<file path="config.mk">
export PLATFORM = sky130hd
export DESIGN_NAME = alu_writeback
export DESIGN_NICKNAME = d
export VERILOG_FILES = /design/src/rtl/alu_writeback.sv
export SDC_FILE = /design/constraint.sdc
export NUM_CORES = 1
export LEC_CHECK = 0
export CORE_MARGIN = 2
export CORE_UTILIZATION = 45
export CTS_BUF_LIST = sky130_fd_sc_hd__clkbuf_4 sky130_fd_sc_hd__clkbuf_8
export DETAILED_ROUTE_END_ITERATION = 10
export GPL_TIMING_DRIVEN = 1
export PLACE_DENSITY = 0.77
export SLEW_MARGIN = 15
export SYNTH_ARGS = -nofsm -noshare
export SYNTH_HDL_FRONTEND = slang
export SYNTH_SLANG_ARGS = --single-unit
</file>
<file path="constraint.sdc">
create_clock -name clk -period 2.3 [get_ports clk]
set_input_delay 0.46 -clock clk [delete_from_list [all_inputs] [get_ports clk]]
set_output_delay 0.46 -clock clk [all_outputs]
set_load 0.005 [all_outputs]
</file>
<file path="src/rtl/alu_writeback.sv">
// Execute->writeback stage: commits ALU flags, buffers register-file writes in a
// 2-entry FIFO and evaluates branch conditions against the committed flags.
module alu_writeback #(
    parameter int WIDTH  = 16,
    parameter int REGSEL = 4
) (
    input  logic              clk,
    input  logic              rst_n,
    input  logic              in_valid,
    output logic              in_ready,
    input  logic [WIDTH-1:0]  in_result,
    input  logic [3:0]        in_cc,
    input  logic [REGSEL-1:0] in_rd,
    input  logic              in_wr_reg,
    input  logic              in_set_cc,
    output logic              out_valid,
    input  logic              out_ready,
    output logic [WIDTH-1:0]  out_result,
    output logic [REGSEL-1:0] out_rd,
    input  logic              flush,
    output logic [3:0]        flags,
    input  logic [2:0]        cond_sel,
    output logic              cond_true
);

    logic [1:0]        count;
    logic              wr_ptr;
    logic              rd_ptr;
    logic [3:0]        flags_q;
    logic [WIDTH-1:0]  mem_result [2];
    logic [REGSEL-1:0] mem_rd     [2];

    logic accept;
    logic push;
    logic pop;

    assign in_ready  = rst_n && !flush && (count != 2'd2);
    assign accept    = in_valid && in_ready;
    assign push      = accept && in_wr_reg;
    assign out_valid = rst_n && (count != 2'd0);
    assign pop       = out_valid && out_ready;

    assign out_result = (count != 2'd0) ? mem_result[rd_ptr] : '0;
    assign out_rd     = (count != 2'd0) ? mem_rd[rd_ptr]     : '0;
    assign flags      = flags_q;

    // Control state; flush also suppresses accept, so a flushed beat never touches flags.
    always_ff @(posedge clk) begin
        if (!rst_n) begin
            count   <= 2'd0;
            wr_ptr  <= 1'b0;
            rd_ptr  <= 1'b0;
            flags_q <= 4'b0000;
        end else if (flush) begin
            count  <= 2'd0;
            wr_ptr <= 1'b0;
            rd_ptr <= 1'b0;
        end else begin
            if (push) begin
                wr_ptr <= ~wr_ptr;
            end
            if (pop) begin
                rd_ptr <= ~rd_ptr;
            end
            case ({push, pop})
                2'b10:   count <= count + 2'd1;
                2'b01:   count <= count - 2'd1;
                default: count <= count;
            endcase
            if (accept && in_set_cc) begin
                flags_q <= in_cc;
            end
        end
    end

    // Storage needs no reset; entries are only read while count says they are live.
    always_ff @(posedge clk) begin
        if (push) begin
            mem_result[wr_ptr] <= in_result;
            mem_rd[wr_ptr]     <= in_rd;
        end
    end

    always_comb begin
        cond_true = 1'b1;
        case (cond_sel)
            3'b000:  cond_true = 1'b1;
            3'b001:  cond_true = flags_q[2];
            3'b010:  cond_true = !flags_q[2];
            3'b011:  cond_true = flags_q[3] ^ flags_q[0];
            3'b100:  cond_true = !(flags_q[3] ^ flags_q[0]);
            3'b101:  cond_true = flags_q[1];
            3'b110:  cond_true = !flags_q[1];
            3'b111:  cond_true = flags_q[3];
            default: cond_true = 1'b1;
        endcase
    end

    a_head_stable: assert property (@(posedge clk) disable iff (!rst_n)
        (out_valid && !out_ready && !flush) |=> ($stable(out_result) && $stable(out_rd)));

    a_count_max: assert property (@(posedge clk) count <= 2'd2);

endmodule

</file>
==> results.py <==
metrics = {
    "worst_setup_path": {
        "arrival_ps": 1790,
        "required_ps": 1840,
        "critPathKind": "in -> out",
        "end_kind": "output pin",
        "crit_fanout": 3,
        "startpoint_type": "input port",
    },
    "min_path": {
        "min-delay-path-class": "reg -> reg",
    },
    "layout": {
        "drive_gt1_share_pct": 14.6,
        "layout_commonest_cell": "clkdlybuf4s50_1",
        "syn_to_final_growth_pct": 42.9,
        "layout.nets": 253,
        "mostFrequentLayoutCells": "58 x clkdlybuf4s50_1, 40 x edfxtp_1, 25 x nor2_1, 20 x mux2i_1, 12 x buf_4",
        "antenna_cells": 0,
        "final_area_mm2": 0.00283,
    },
    "route": {
        "drt.antenna.violating_nets": 0,
        "vias": 1371,
        "dr.pass1.iters": 4,
        "via_per_inst": 5.06,
        "drc": 0,
        "drt_iter0_drc": 69,
        "wl_per_cell_um": 14.8,
        "wl_mm": 4.00,
    },
    "logic_synthesis": {
        "synth-seq-cells": 49,
        "synth.distinct_cells": 30,
        "syn_avg_cell_area_um2": 13.8,
        "synthFlopType": "edfxtp_1",
        "ys_warn_count": 0,
        "synth_fp_nets": 179,
        "synthCells": 144,
        "syn_area_mm2": 0.00198,
        "yosysSeqAreaShare_pct": 69.7,
        "ys_async_sr_fraction_pct": 0,
        "synth-edff-count": 40,
    },
    "clock_tree": {
        "cts-buffers-inserted": 5,
        "clk_latency_ps": 290,
        "clockBufferDepth": 2,
        "ctsHtreeMaxLevel": 2,
        "hold_buffers": 0,
        "cts_tree": "done",
        "path_clk_slew_ps": 70,
        "cts_sinks": 49,
        "cts-root-buf": "clkbuf_8",
    },
    "floorplanning": {
        "die_area_mm2": 0.00495,
        "dieWidth_um": 70.4,
        "core.rowCount": 24,
        "io_pins": 61,
        "coreArea_mm2": 0.00429,
        "initial_utilization_pct": 46.2,
        "die_y_um": 70.4,
    },
    "sta": {
        "setup-violations-final": 0,
        "worst_pin_slew_ps": 353,
        "layout_min_cycle_time_ps": 2250,
        "slew_violations": 0,
        "maxSlewHeadroom_pct": 76.4,
        "max_freq_mhz": 444,
        "setup_ws_ps": 49.2,
        "finClkSkew_ps": 8.83,
        "finalSetupTns_ps": 0,
        "finalHoldViolations": 0,
        "post-route-period-util_pct": 97.9,
    },
    "grt": {
        "antenna_found_initial": 0,
        "grt_usage_pct": 17.0,
        "grt_pass1_vias": 1443,
        "grt_max_degree": 21,
        "grt_first_pass_wirelength_mm": 6.43,
        "grt_overflow": 0,
    },
    "place": {
        "dp_hpwl_mm": 3.05,
        "port_buffers": 60,
        "place_congestion": 0.729,
        "placed_cell_area_mm2": 0.00270,
        "dp_slack_ps": -137,
    },
    "power": {
        "total_power_mw": 1.59,
        "vdd_ir_drop_max_uv": 337,
        "leakagePower_nw": 0.934,
        "powerDensity_mw_per_mm2": 560,
    },
    "flow_run": {
        "maxCapViolations": 0,
    },
    "status": {
        "outcome": "complete, no violations",
    },
}
## critical path: stages
cell	delay, ps
clkdlybuf4s50_1	520
and2b_2	190
o21a_1	110
clkdlybuf4s50_1	510
## path summary, 6_finish.rpt
path,from,endpoint,slack [ps],cells after the start
hold / removal,rd_ptr,flop,510,2
hold reg to reg,rd_ptr,flop,510,2
setup / recovery,rst_n,in_ready,50,4
setup reg to reg,count[1],count[1],440,7
## flip-flops by register name, summed over array words and instances, names as in the netlist, named ones only
signal      count
mem_rd          8
mem_result     32
wr_ptr          1
flags           4
rd_ptr          1
count           2
## cells by family (layout without fill, tap and decap cells)
logic type                 count (synthesis)  in the layout  synth area share [%]
muxes                                     20             20                  10.1
adders and majority gates                  1              1                 0.631
DFF                                       49             49                  69.7
AOI/OAI and AO/OA                         17             17                  5.93
and+or+nand+nor                           45             45                  9.72
buffers and inverters                      8             83                  2.15
xor gates and xnor gates                   4              4                  1.77
## routing by layer
layer	track usage, %	vias to the layer above	routed length, µm
met5	0	-	0
met4	4.49	0	71
met3	5.05	7	236
met2	32.5	49	2170
met1	17.9	651	1530
li1	-	664	-
## power breakdown
part / total, mW / internal, mW / switching [mW]
logic: 0.131 / 0.0853 / 0.0458
registers: 0.976 / 0.969 / 0.00766
clock network: 0.480 / 0.237 / 0.243
total: 1.59 / 1.29 / 0.296
## through the flow
step | hold WS [ps] | std cells | utilization (%)
floorplan | 468 | 144 | -
global placement | 474 | 262 | 62.9
detailed placement | 503 | 262 | 62.9
CTS | 522 | 270 | 65.2
global route | 554 | 271 | 65.9
finish | 514 | 271 | 65.9
## cell usage after synthesis (all sizes together), types with 2 or more instances
library cell | instances | area, µm²
edfxtp | 40 | 1200
o21ai | 7 | 35.0
o21a | 2 | 15.0
nand2 | 10 | 37.5
a21oi | 2 | 10.0
nor2 | 27 | 104
mux2i | 20 | 200
o2111ai | 2 | 23.8
inv | 3 | 11.3
buf | 5 | 31.3
xor2 | 3 | 26.3
nor2b | 2 | 12.5
dfxtp | 9 | 180
## timing repair
action                     in CTS  in global routing
setup endpoints to repair       1                  3
pin swaps                       0                  1
resized for setup               5                  6
setup buffers                   0                  1
## final cells by class
| class | count | area (µm²) |
|---|---|---|
| Fill cell | 321 | 1460 |
| Sequential cell | 49 | 1390 |
| Timing Repair Buffer | 72 | 688 |
| Multi-Input combinational cell | 87 | 591 |
| Clock buffer | 7 | 83.8 |
| Tap cell | 52 | 65.1 |
| Inverter | 3 | 11.3 |
| Clock inverter | 1 | 5.00 |
Power figures use the tool's default switching activity.
